==> src/rtl/npc_ctrl_pkg.sv <==
// Shared types and constants for the NPC execution sequencer.
package npc_ctrl_pkg;

   typedef enum logic [2:0] {
      ST_IDLE,
      ST_FETCH,
      ST_EXEC,
      ST_MEM,
      ST_WB,
      ST_HALT
   } state_e;

   typedef enum logic [1:0] {
      NPC_SEQ,
      NPC_JUMP,
      NPC_TRAP,
      NPC_MRET
   } npc_sel_e;

   localparam logic [31:0] MCAUSE_ECALL_M  = 32'd11;
   localparam int          MEM_TIMEOUT_DEF = 255;

   // Trap beats mret beats jump; anything else falls through to pc+4.
   function automatic npc_sel_e npc_select(input logic intr, input logic mret, input logic jump);
      if (intr)      return NPC_TRAP;
      else if (mret) return NPC_MRET;
      else if (jump) return NPC_JUMP;
      else           return NPC_SEQ;
   endfunction

endpackage

==> src/rtl/npc_exec_ctrl_if.sv <==
// Sequencer-facing bundle: fetch, decode class, LSU handshake, commit strobes, status.
interface npc_exec_ctrl_if #(parameter int CNT_W = 64);
   logic [31:0]      pc;
   logic             ifu_req;
   logic             ifu_ack;
   logic             exu_valid;
   logic             dec_read;
   logic             dec_write;
   logic             dec_reg_wen;
   logic             dec_csr_wen;
   logic             dec_intr;
   logic             dec_mret;
   logic             dec_halt;
   logic             dec_illegal;
   logic             jump;
   logic [31:0]      jump_target;
   logic [31:0]      mtvec;
   logic [31:0]      mepc;
   logic             lsu_req;
   logic             lsu_we;
   logic             lsu_ack;
   logic             lsu_err;
   logic             rf_wen;
   logic             csr_wen;
   logic             trap_take;
   logic             retire;
   logic             halt;
   logic             halt_err;
   logic [CNT_W-1:0] retire_cnt;
   logic [CNT_W-1:0] cycle_cnt;

   modport ctrl (
      output pc, ifu_req, exu_valid, lsu_req, lsu_we, rf_wen, csr_wen,
             trap_take, retire, halt, halt_err, retire_cnt, cycle_cnt,
      input  ifu_ack, dec_read, dec_write, dec_reg_wen, dec_csr_wen, dec_intr,
             dec_mret, dec_halt, dec_illegal, jump, jump_target, mtvec, mepc,
             lsu_ack, lsu_err
   );

   modport env (
      input  pc, ifu_req, exu_valid, lsu_req, lsu_we, rf_wen, csr_wen,
             trap_take, retire, halt, halt_err, retire_cnt, cycle_cnt,
      output ifu_ack, dec_read, dec_write, dec_reg_wen, dec_csr_wen, dec_intr,
             dec_mret, dec_halt, dec_illegal, jump, jump_target, mtvec, mepc,
             lsu_ack, lsu_err
   );
endinterface

==> src/rtl/npc_ctrl_wdt.sv <==
// MEM-state watchdog: counts enabled cycles, flags the last allowed cycle.
module npc_ctrl_wdt #(
   parameter int LIMIT = 255
) (
   input  logic clk,
   input  logic rst,
   input  logic clr_i,
   input  logic en_i,
   output logic expired_o
);
   localparam int W = $clog2(LIMIT) + 1;

   logic [W-1:0] cnt_q, cnt_d;

   // Count holds k-1 during the k-th MEM cycle, so expiry lands on cycle LIMIT.
   assign expired_o = (cnt_q == W'(LIMIT - 1));

   always_comb begin
      cnt_d = cnt_q;
      if (clr_i)                  cnt_d = '0;
      else if (en_i && !expired_o) cnt_d = cnt_q + W'(1);
   end

   always_ff @(posedge clk) begin
      if (rst) cnt_q <= '0;
      else     cnt_q <= cnt_d;
   end
endmodule

==> src/rtl/npc_exec_ctrl.sv <==
// Multi-cycle NPC sequencer: fetch/exec/mem/writeback, PC ownership and commit strobes.
module npc_exec_ctrl
   import npc_ctrl_pkg::*;
#(
   parameter logic [31:0] RESET_PC    = 32'h8000_0000,
   parameter int          MEM_TIMEOUT = MEM_TIMEOUT_DEF,
   parameter int          CNT_W       = 64
) (
   input  logic              clk,
   input  logic              rst,
   npc_exec_ctrl_if.ctrl     bus
);
   state_e           state_q, state_d;
   logic [31:0]      pc_q, pc_d;
   logic             halt_err_q, halt_err_d;
   logic [CNT_W-1:0] retire_cnt_q, cycle_cnt_q;
   logic             wdt_expired;
   npc_sel_e         npc_sel;
   logic [31:0]      npc;
   logic             npc_bad;
   logic             wb_ok;

   npc_ctrl_wdt #(.LIMIT(MEM_TIMEOUT)) u_wdt (
      .clk       (clk),
      .rst       (rst),
      .clr_i     (state_q != ST_MEM),
      .en_i      (state_q == ST_MEM),
      .expired_o (wdt_expired)
   );

   always_comb begin
      npc_sel = npc_select(bus.dec_intr, bus.dec_mret, bus.jump);
      case (npc_sel)
         NPC_TRAP: npc = bus.mtvec;
         NPC_MRET: npc = bus.mepc;
         NPC_JUMP: npc = bus.jump_target;
         default:  npc = pc_q + 32'd4;
      endcase
   end

   assign npc_bad = |npc[1:0];
   // A misaligned target suppresses every WB side effect, not just the PC update.
   assign wb_ok   = (state_q == ST_WB) && !npc_bad;

   always_comb begin
      state_d    = state_q;
      pc_d       = pc_q;
      halt_err_d = halt_err_q;
      case (state_q)
         ST_IDLE:  state_d = ST_FETCH;
         ST_FETCH: if (bus.ifu_ack) state_d = ST_EXEC;
         ST_EXEC: begin
            if (bus.dec_illegal || (bus.dec_read && bus.dec_write)) begin
               state_d    = ST_HALT;
               halt_err_d = 1'b1;
            end else if (bus.dec_halt) begin
               state_d = ST_HALT;
            end else if (bus.dec_read || bus.dec_write) begin
               state_d = ST_MEM;
            end else begin
               state_d = ST_WB;
            end
         end
         ST_MEM: begin
            if (bus.lsu_ack) begin
               if (bus.lsu_err) begin
                  state_d    = ST_HALT;
                  halt_err_d = 1'b1;
               end else begin
                  state_d = ST_WB;
               end
            end else if (wdt_expired) begin
               state_d    = ST_HALT;
               halt_err_d = 1'b1;
            end
         end
         ST_WB: begin
            if (npc_bad) begin
               state_d    = ST_HALT;
               halt_err_d = 1'b1;
            end else begin
               state_d = ST_FETCH;
               pc_d    = npc;
            end
         end
         default: state_d = ST_HALT;
      endcase
   end

   always_ff @(posedge clk) begin
      if (rst) begin
         state_q      <= ST_IDLE;
         pc_q         <= RESET_PC;
         halt_err_q   <= 1'b0;
         retire_cnt_q <= '0;
         cycle_cnt_q  <= '0;
      end else begin
         state_q      <= state_d;
         pc_q         <= pc_d;
         halt_err_q   <= halt_err_d;
         cycle_cnt_q  <= cycle_cnt_q + CNT_W'(1);
         if (wb_ok) retire_cnt_q <= retire_cnt_q + CNT_W'(1);
      end
   end

   assign bus.pc         = pc_q;
   assign bus.ifu_req    = (state_q == ST_FETCH);
   assign bus.exu_valid  = (state_q == ST_EXEC);
   assign bus.lsu_req    = (state_q == ST_MEM);
   assign bus.lsu_we     = (state_q == ST_MEM) && bus.dec_write;
   assign bus.retire     = wb_ok;
   assign bus.rf_wen     = wb_ok && bus.dec_reg_wen && !bus.dec_intr;
   assign bus.csr_wen    = wb_ok && bus.dec_csr_wen;
   assign bus.trap_take  = wb_ok && bus.dec_intr;
   assign bus.halt       = (state_q == ST_HALT);
   assign bus.halt_err   = halt_err_q;
   assign bus.retire_cnt = retire_cnt_q;
   assign bus.cycle_cnt  = cycle_cnt_q;
endmodule

==> src/flat_wrapper.sv <==
// flat-port wrapper written by rule: the top's interface ports become plain ports
module npc_exec_ctrl_flat import npc_ctrl_pkg::*;
#(
   parameter logic [31:0] RESET_PC    = 32'h8000_0000,
   parameter int          MEM_TIMEOUT = MEM_TIMEOUT_DEF,
   parameter int          CNT_W       = 64
)
  (clk, rst, bus_pc, bus_ifu_req, bus_exu_valid, bus_lsu_req, bus_lsu_we, bus_rf_wen, bus_csr_wen, bus_trap_take, bus_retire, bus_halt, bus_halt_err, bus_retire_cnt, bus_cycle_cnt, bus_ifu_ack, bus_dec_read, bus_dec_write, bus_dec_reg_wen, bus_dec_csr_wen, bus_dec_intr, bus_dec_mret, bus_dec_halt, bus_dec_illegal, bus_jump, bus_jump_target, bus_mtvec, bus_mepc, bus_lsu_ack, bus_lsu_err);
  npc_exec_ctrl_if #(.CNT_W(CNT_W)) bus_i ();
  input  logic clk;
  input  logic rst;
  output wire logic [$bits(bus_i.pc)-1:0] bus_pc;
  output wire logic [$bits(bus_i.ifu_req)-1:0] bus_ifu_req;
  output wire logic [$bits(bus_i.exu_valid)-1:0] bus_exu_valid;
  output wire logic [$bits(bus_i.lsu_req)-1:0] bus_lsu_req;
  output wire logic [$bits(bus_i.lsu_we)-1:0] bus_lsu_we;
  output wire logic [$bits(bus_i.rf_wen)-1:0] bus_rf_wen;
  output wire logic [$bits(bus_i.csr_wen)-1:0] bus_csr_wen;
  output wire logic [$bits(bus_i.trap_take)-1:0] bus_trap_take;
  output wire logic [$bits(bus_i.retire)-1:0] bus_retire;
  output wire logic [$bits(bus_i.halt)-1:0] bus_halt;
  output wire logic [$bits(bus_i.halt_err)-1:0] bus_halt_err;
  output wire logic [$bits(bus_i.retire_cnt)-1:0] bus_retire_cnt;
  output wire logic [$bits(bus_i.cycle_cnt)-1:0] bus_cycle_cnt;
  input wire logic [$bits(bus_i.ifu_ack)-1:0] bus_ifu_ack;
  input wire logic [$bits(bus_i.dec_read)-1:0] bus_dec_read;
  input wire logic [$bits(bus_i.dec_write)-1:0] bus_dec_write;
  input wire logic [$bits(bus_i.dec_reg_wen)-1:0] bus_dec_reg_wen;
  input wire logic [$bits(bus_i.dec_csr_wen)-1:0] bus_dec_csr_wen;
  input wire logic [$bits(bus_i.dec_intr)-1:0] bus_dec_intr;
  input wire logic [$bits(bus_i.dec_mret)-1:0] bus_dec_mret;
  input wire logic [$bits(bus_i.dec_halt)-1:0] bus_dec_halt;
  input wire logic [$bits(bus_i.dec_illegal)-1:0] bus_dec_illegal;
  input wire logic [$bits(bus_i.jump)-1:0] bus_jump;
  input wire logic [$bits(bus_i.jump_target)-1:0] bus_jump_target;
  input wire logic [$bits(bus_i.mtvec)-1:0] bus_mtvec;
  input wire logic [$bits(bus_i.mepc)-1:0] bus_mepc;
  input wire logic [$bits(bus_i.lsu_ack)-1:0] bus_lsu_ack;
  input wire logic [$bits(bus_i.lsu_err)-1:0] bus_lsu_err;
  assign bus_pc = bus_i.pc;
  assign bus_ifu_req = bus_i.ifu_req;
  assign bus_exu_valid = bus_i.exu_valid;
  assign bus_lsu_req = bus_i.lsu_req;
  assign bus_lsu_we = bus_i.lsu_we;
  assign bus_rf_wen = bus_i.rf_wen;
  assign bus_csr_wen = bus_i.csr_wen;
  assign bus_trap_take = bus_i.trap_take;
  assign bus_retire = bus_i.retire;
  assign bus_halt = bus_i.halt;
  assign bus_halt_err = bus_i.halt_err;
  assign bus_retire_cnt = bus_i.retire_cnt;
  assign bus_cycle_cnt = bus_i.cycle_cnt;
  assign bus_i.ifu_ack = bus_ifu_ack;
  assign bus_i.dec_read = bus_dec_read;
  assign bus_i.dec_write = bus_dec_write;
  assign bus_i.dec_reg_wen = bus_dec_reg_wen;
  assign bus_i.dec_csr_wen = bus_dec_csr_wen;
  assign bus_i.dec_intr = bus_dec_intr;
  assign bus_i.dec_mret = bus_dec_mret;
  assign bus_i.dec_halt = bus_dec_halt;
  assign bus_i.dec_illegal = bus_dec_illegal;
  assign bus_i.jump = bus_jump;
  assign bus_i.jump_target = bus_jump_target;
  assign bus_i.mtvec = bus_mtvec;
  assign bus_i.mepc = bus_mepc;
  assign bus_i.lsu_ack = bus_lsu_ack;
  assign bus_i.lsu_err = bus_lsu_err;
  npc_exec_ctrl #(.RESET_PC(RESET_PC), .MEM_TIMEOUT(MEM_TIMEOUT), .CNT_W(CNT_W)) u_core (.clk(clk), .rst(rst), .bus(bus_i));
endmodule
==> config.mk <==
export PLATFORM = sky130hd
export DESIGN_NAME = npc_exec_ctrl_flat
export DESIGN_NICKNAME = d
export VERILOG_FILES = /design/src/rtl/npc_ctrl_pkg.sv /design/src/rtl/npc_exec_ctrl_if.sv /design/src/rtl/npc_ctrl_wdt.sv /design/src/rtl/npc_exec_ctrl.sv /design/src/flat_wrapper.sv
export SDC_FILE = /design/constraint.sdc
export NUM_CORES = 1
export LEC_CHECK = 0
export ABC_AREA = 0
export ABC_CLOCK_PERIOD_IN_PS = 8900
export CORE_UTILIZATION = 52
export CTS_CLUSTER_SIZE = 20
export DETAILED_ROUTE_END_ITERATION = 12
export PLACE_DENSITY = 0.87
export SYNTH_ARGS = -nofsm -noshare
export SYNTH_HDL_FRONTEND = slang
export SYNTH_HIERARCHICAL = 1
export SYNTH_SLANG_ARGS = --single-unit
==> constraint.sdc <==
create_clock -name clk -period 8.9 [get_ports clk]
set_input_delay 1.78 -clock clk [delete_from_list [all_inputs] [get_ports clk]]
set_output_delay 1.78 -clock clk [all_outputs]
set_load 0.005 [all_outputs]
==> results.cfg <==
[worst_setup_path]
cp-end-kind = output port
reg2reg_slack_ns = 5.82
worst_path_largest_cell_delay_ns = 0.50
path_cells = clkdlybuf4s50_1 -> buf_4 -> or3_1 -> buf_4 -> nor3_4 -> o21ai_4 -> inv_1 -> buf_4 -> and3_1 -> clkdlybuf4s50_1
cp.required_ns = 7.12
start_kind = input port
critical_path_buf_inv_count = 6
slowest_stage = clkdlybuf4s50_1
cp_max_fo = 40
worstReg2RegStart = u_core/bus.cycle_cnt[2]$_SDFF_PP0_
crit_top_cell = buf_4
setup.worst_path.start = bus_dec_mret
crit_family = buffers and inverters
critPathKind = in -> out
critical_path_arrival_ns = 4.97

[floorplanning]
rows = 48
die_w_um = 136
initial_core_util_pct = 53.7
io_pins = 280
die_y_um = 136
core-area_mm2 = 0.0174
die_area_mm2 = 0.0185

[synthesis]
ys.flop_type = dfxtp_1
synth_area_mm2 = 0.00935
yosysSeqAreaShare_pct = 37.0
synthDistinctLibCells = 59
syn_nets = 1321
synth_seq_cells = 173
synth_cells = 1206
synth_edf_count = 0
postSynthAreaPerCell_um2 = 7.76
postSynth.asyncResetShare_pct = 0
yosys_warnings = 6

[place]
portBuffers = 279
finalWeightedCongestion = 0.936
hpwlAfterDp_mm = 21.4
placed_area_mm2 = 0.0123
place_inst = 1648

[clock_tree]
clock_path_buffers = 2
clock-sinks = 173
cts_tree = built
cts_setup_buffers = 0
htree_levels = 4
clk_latency_ns = 0.44
holdBufCountCts = 0
numCtsBuffers = 17
cts_resized = 0
clk_pin_slew_worst_paths_ns = 0.07
root_buffer = clkbuf_16

[detailed_routing]
drcViolationCount = 0
firstDrtPassIters = 8
avgRoutedWirePerCell_um = 18.1
final_antenna_net_count = 0
dr.first_iter.drc_count = 1025
wirelength_mm = 30.3
viasPerCell = 6.33
via_count = 10600

[power_and_ir_drop]
p_per_area_mw_per_mm2 = 130
totalPowerFinal_mw = 1.67
power_leakage_nw = 4.01
peakVddDrop_mv = 0.118

[min_path]
hp-class = reg -> reg
worstHoldStart = u_core/bus.halt_err$_SDFFE_PP0P_

[timing]
fmax_ghz = 0.148
skew_ns = 0.0138
relSlewSlack_pct = 14.2
fin_crit_sh_pct = 75.8
post-route-min-period_ns = 6.75
tightest_slew_ns = 1.29
rsz0062_at_grt = false
setup_violations = 0
slew_violations = 0
hold_violations = 0
setup_tns_ns = 0

[global_route]
grt_pass1_wl_mm = 47.3
grt_use_total_pct = 32.1
grt_pass1_vias = 9448
grt_max_degree = 91
gr-total-overflow = 0
antenna_found_initial = 0

[cells_and_area]
fin_cells = 1680
nets = 1557
n_antenna_cell = 0
final_area_mm2 = 0.0128
drive_above_1_share_pct = 4.67
area_growth_pct = 37.2
final_util_pct = 73.7
n_fill_cell = 1316

[outcome]
status = finished clean

[run]
cap_violations = 0
-- cell families (layout without fill, tap and decap cells) --
logic type	after synthesis	count (layout)	share of synthesized area [%]
AOI/OAI and AO/OA	353	353	22.4
xor gates and xnor gates	44	44	4.12
adders and majority gates	5	5	0.669
buffers and inverters	101	350	4.13
DFF	173	173	37.0
muxes	10	10	1.14
and+or+nand+nor	520	520	30.5
-- layer usage --
| metal | routed length, um | track usage (%) | up-vias |
|---|---|---|---|
| met5 | 0 | 0 | - |
| met4 | 1400 | 17.5 | 0 |
| met3 | 1980 | 4.96 | 82 |
| met2 | 14700 | 53.2 | 536 |
| met1 | 12200 | 39.8 | 4960 |
| li1 | - | - | 5050 |
-- power breakdown --
group          switching [mW]  total [mW]  internal [mW]
combinational          0.0622       0.133         0.0706
sequential            0.00733       0.785          0.778
clock                   0.349       0.748          0.399
-- state kept, by name (all words and copies together), names as in the netlist --
signal / flops
u_core/bus.cycle_cnt: 64
u_core/bus.retire_cnt: 64
u_core/bus.pc: 32
u_core/u_wdt/cnt_q: 9
u_core/state_q: 3
u_core/bus.halt_err: 1
-- metrics by stage --
stage	hold slack, ns	setup WS (ns)
floorplan	0.452	3.50
global placement	0.457	2.22
detailed placement	0.459	2.18
CTS	0.475	2.18
global route	0.492	2.03
finish	0.470	2.15
-- final cells by class --
class | instances | area, um^2 | area share [%]
multi-input combinational | 932 | 5520 | 43.0
clock inverter | 14 | 150 | 1.17
sequential | 173 | 3460 | 27.0
timing repair buffer | 292 | 2890 | 22.5
inverter | 26 | 97.6 | 0.761
tap | 225 | 282 | 2.19
clock buffer | 18 | 429 | 3.35
-- cells in the final DEF (no fill, tap or decap), drive strengths merged, types with 31 or more instances in the layout --
| master | Yosys | layout |
|---|---|---|
| or3 | 43 | 43 |
| dfxtp | 173 | 173 |
| clkdlybuf4s50 | 0 | 278 |
| a21oi | 117 | 117 |
| or4 | 47 | 47 |
| o21ai | 112 | 112 |
| nand4 | 53 | 53 |
| nor3 | 31 | 31 |
| o31ai | 41 | 41 |
| inv | 26 | 36 |
| nand2 | 96 | 96 |
| nand3 | 58 | 58 |
| nor2 | 98 | 98 |
-- synthesized netlist by cell type, drive strengths merged, types with 3 or more instances --
cell | number | share of area (%)
dfxtp | 173 | 37
a21oi | 117 | 6.3
o21ai | 112 | 6.0
nor2 | 98 | 3.9
nand2 | 96 | 3.9
clkbuf | 63 | 2.5
nand3 | 58 | 3.1
nand4 | 53 | 3.9
or4 | 47 | 3.8
or3 | 43 | 2.9
o31ai | 41 | 3.3
nor3 | 31 | 1.8
xor2 | 29 | 2.7
inv | 26 | 1.0
nor4 | 26 | 1.9
a22oi | 18 | 1.4
and3 | 18 | 1.2
and4 | 17 | 1.6
xnor2 | 15 | 1.4
buf | 12 | 0.56
a31oi | 11 | 0.74
o211ai | 10 | 0.80
nor2b | 8 | 0.54
a211oi | 7 | 0.56
o2111ai | 7 | 0.66
or2 | 7 | 0.47
nor4b | 6 | 0.63
o22ai | 6 | 0.40
ha | 5 | 0.67
mux2 | 5 | 0.60
mux2i | 5 | 0.54
a221oi | 4 | 0.37
and2 | 4 | 0.27
o21a | 4 | 0.32
a41oi | 3 | 0.28
nor3b | 3 | 0.24
-- path summary, 6_finish.rpt --
check                                             end  cells past startpoint
hold reg to reg      u_core/bus.halt_err$_SDFFE_PP0P_                      2
hold / removal       u_core/bus.halt_err$_SDFFE_PP0P_                      2
setup / recovery                           bus_rf_wen                     10
setup reg to reg  u_core/bus.cycle_cnt[53]$_SDFF_PP0_                      5
-- tightest hold or removal path, cell delays in order (launching register included) --
cell	delay, ns
dfxtp_1	0.33
a21oi_1	0.04
nor2_1	0.07
Power figures use the tool's default switching activity.
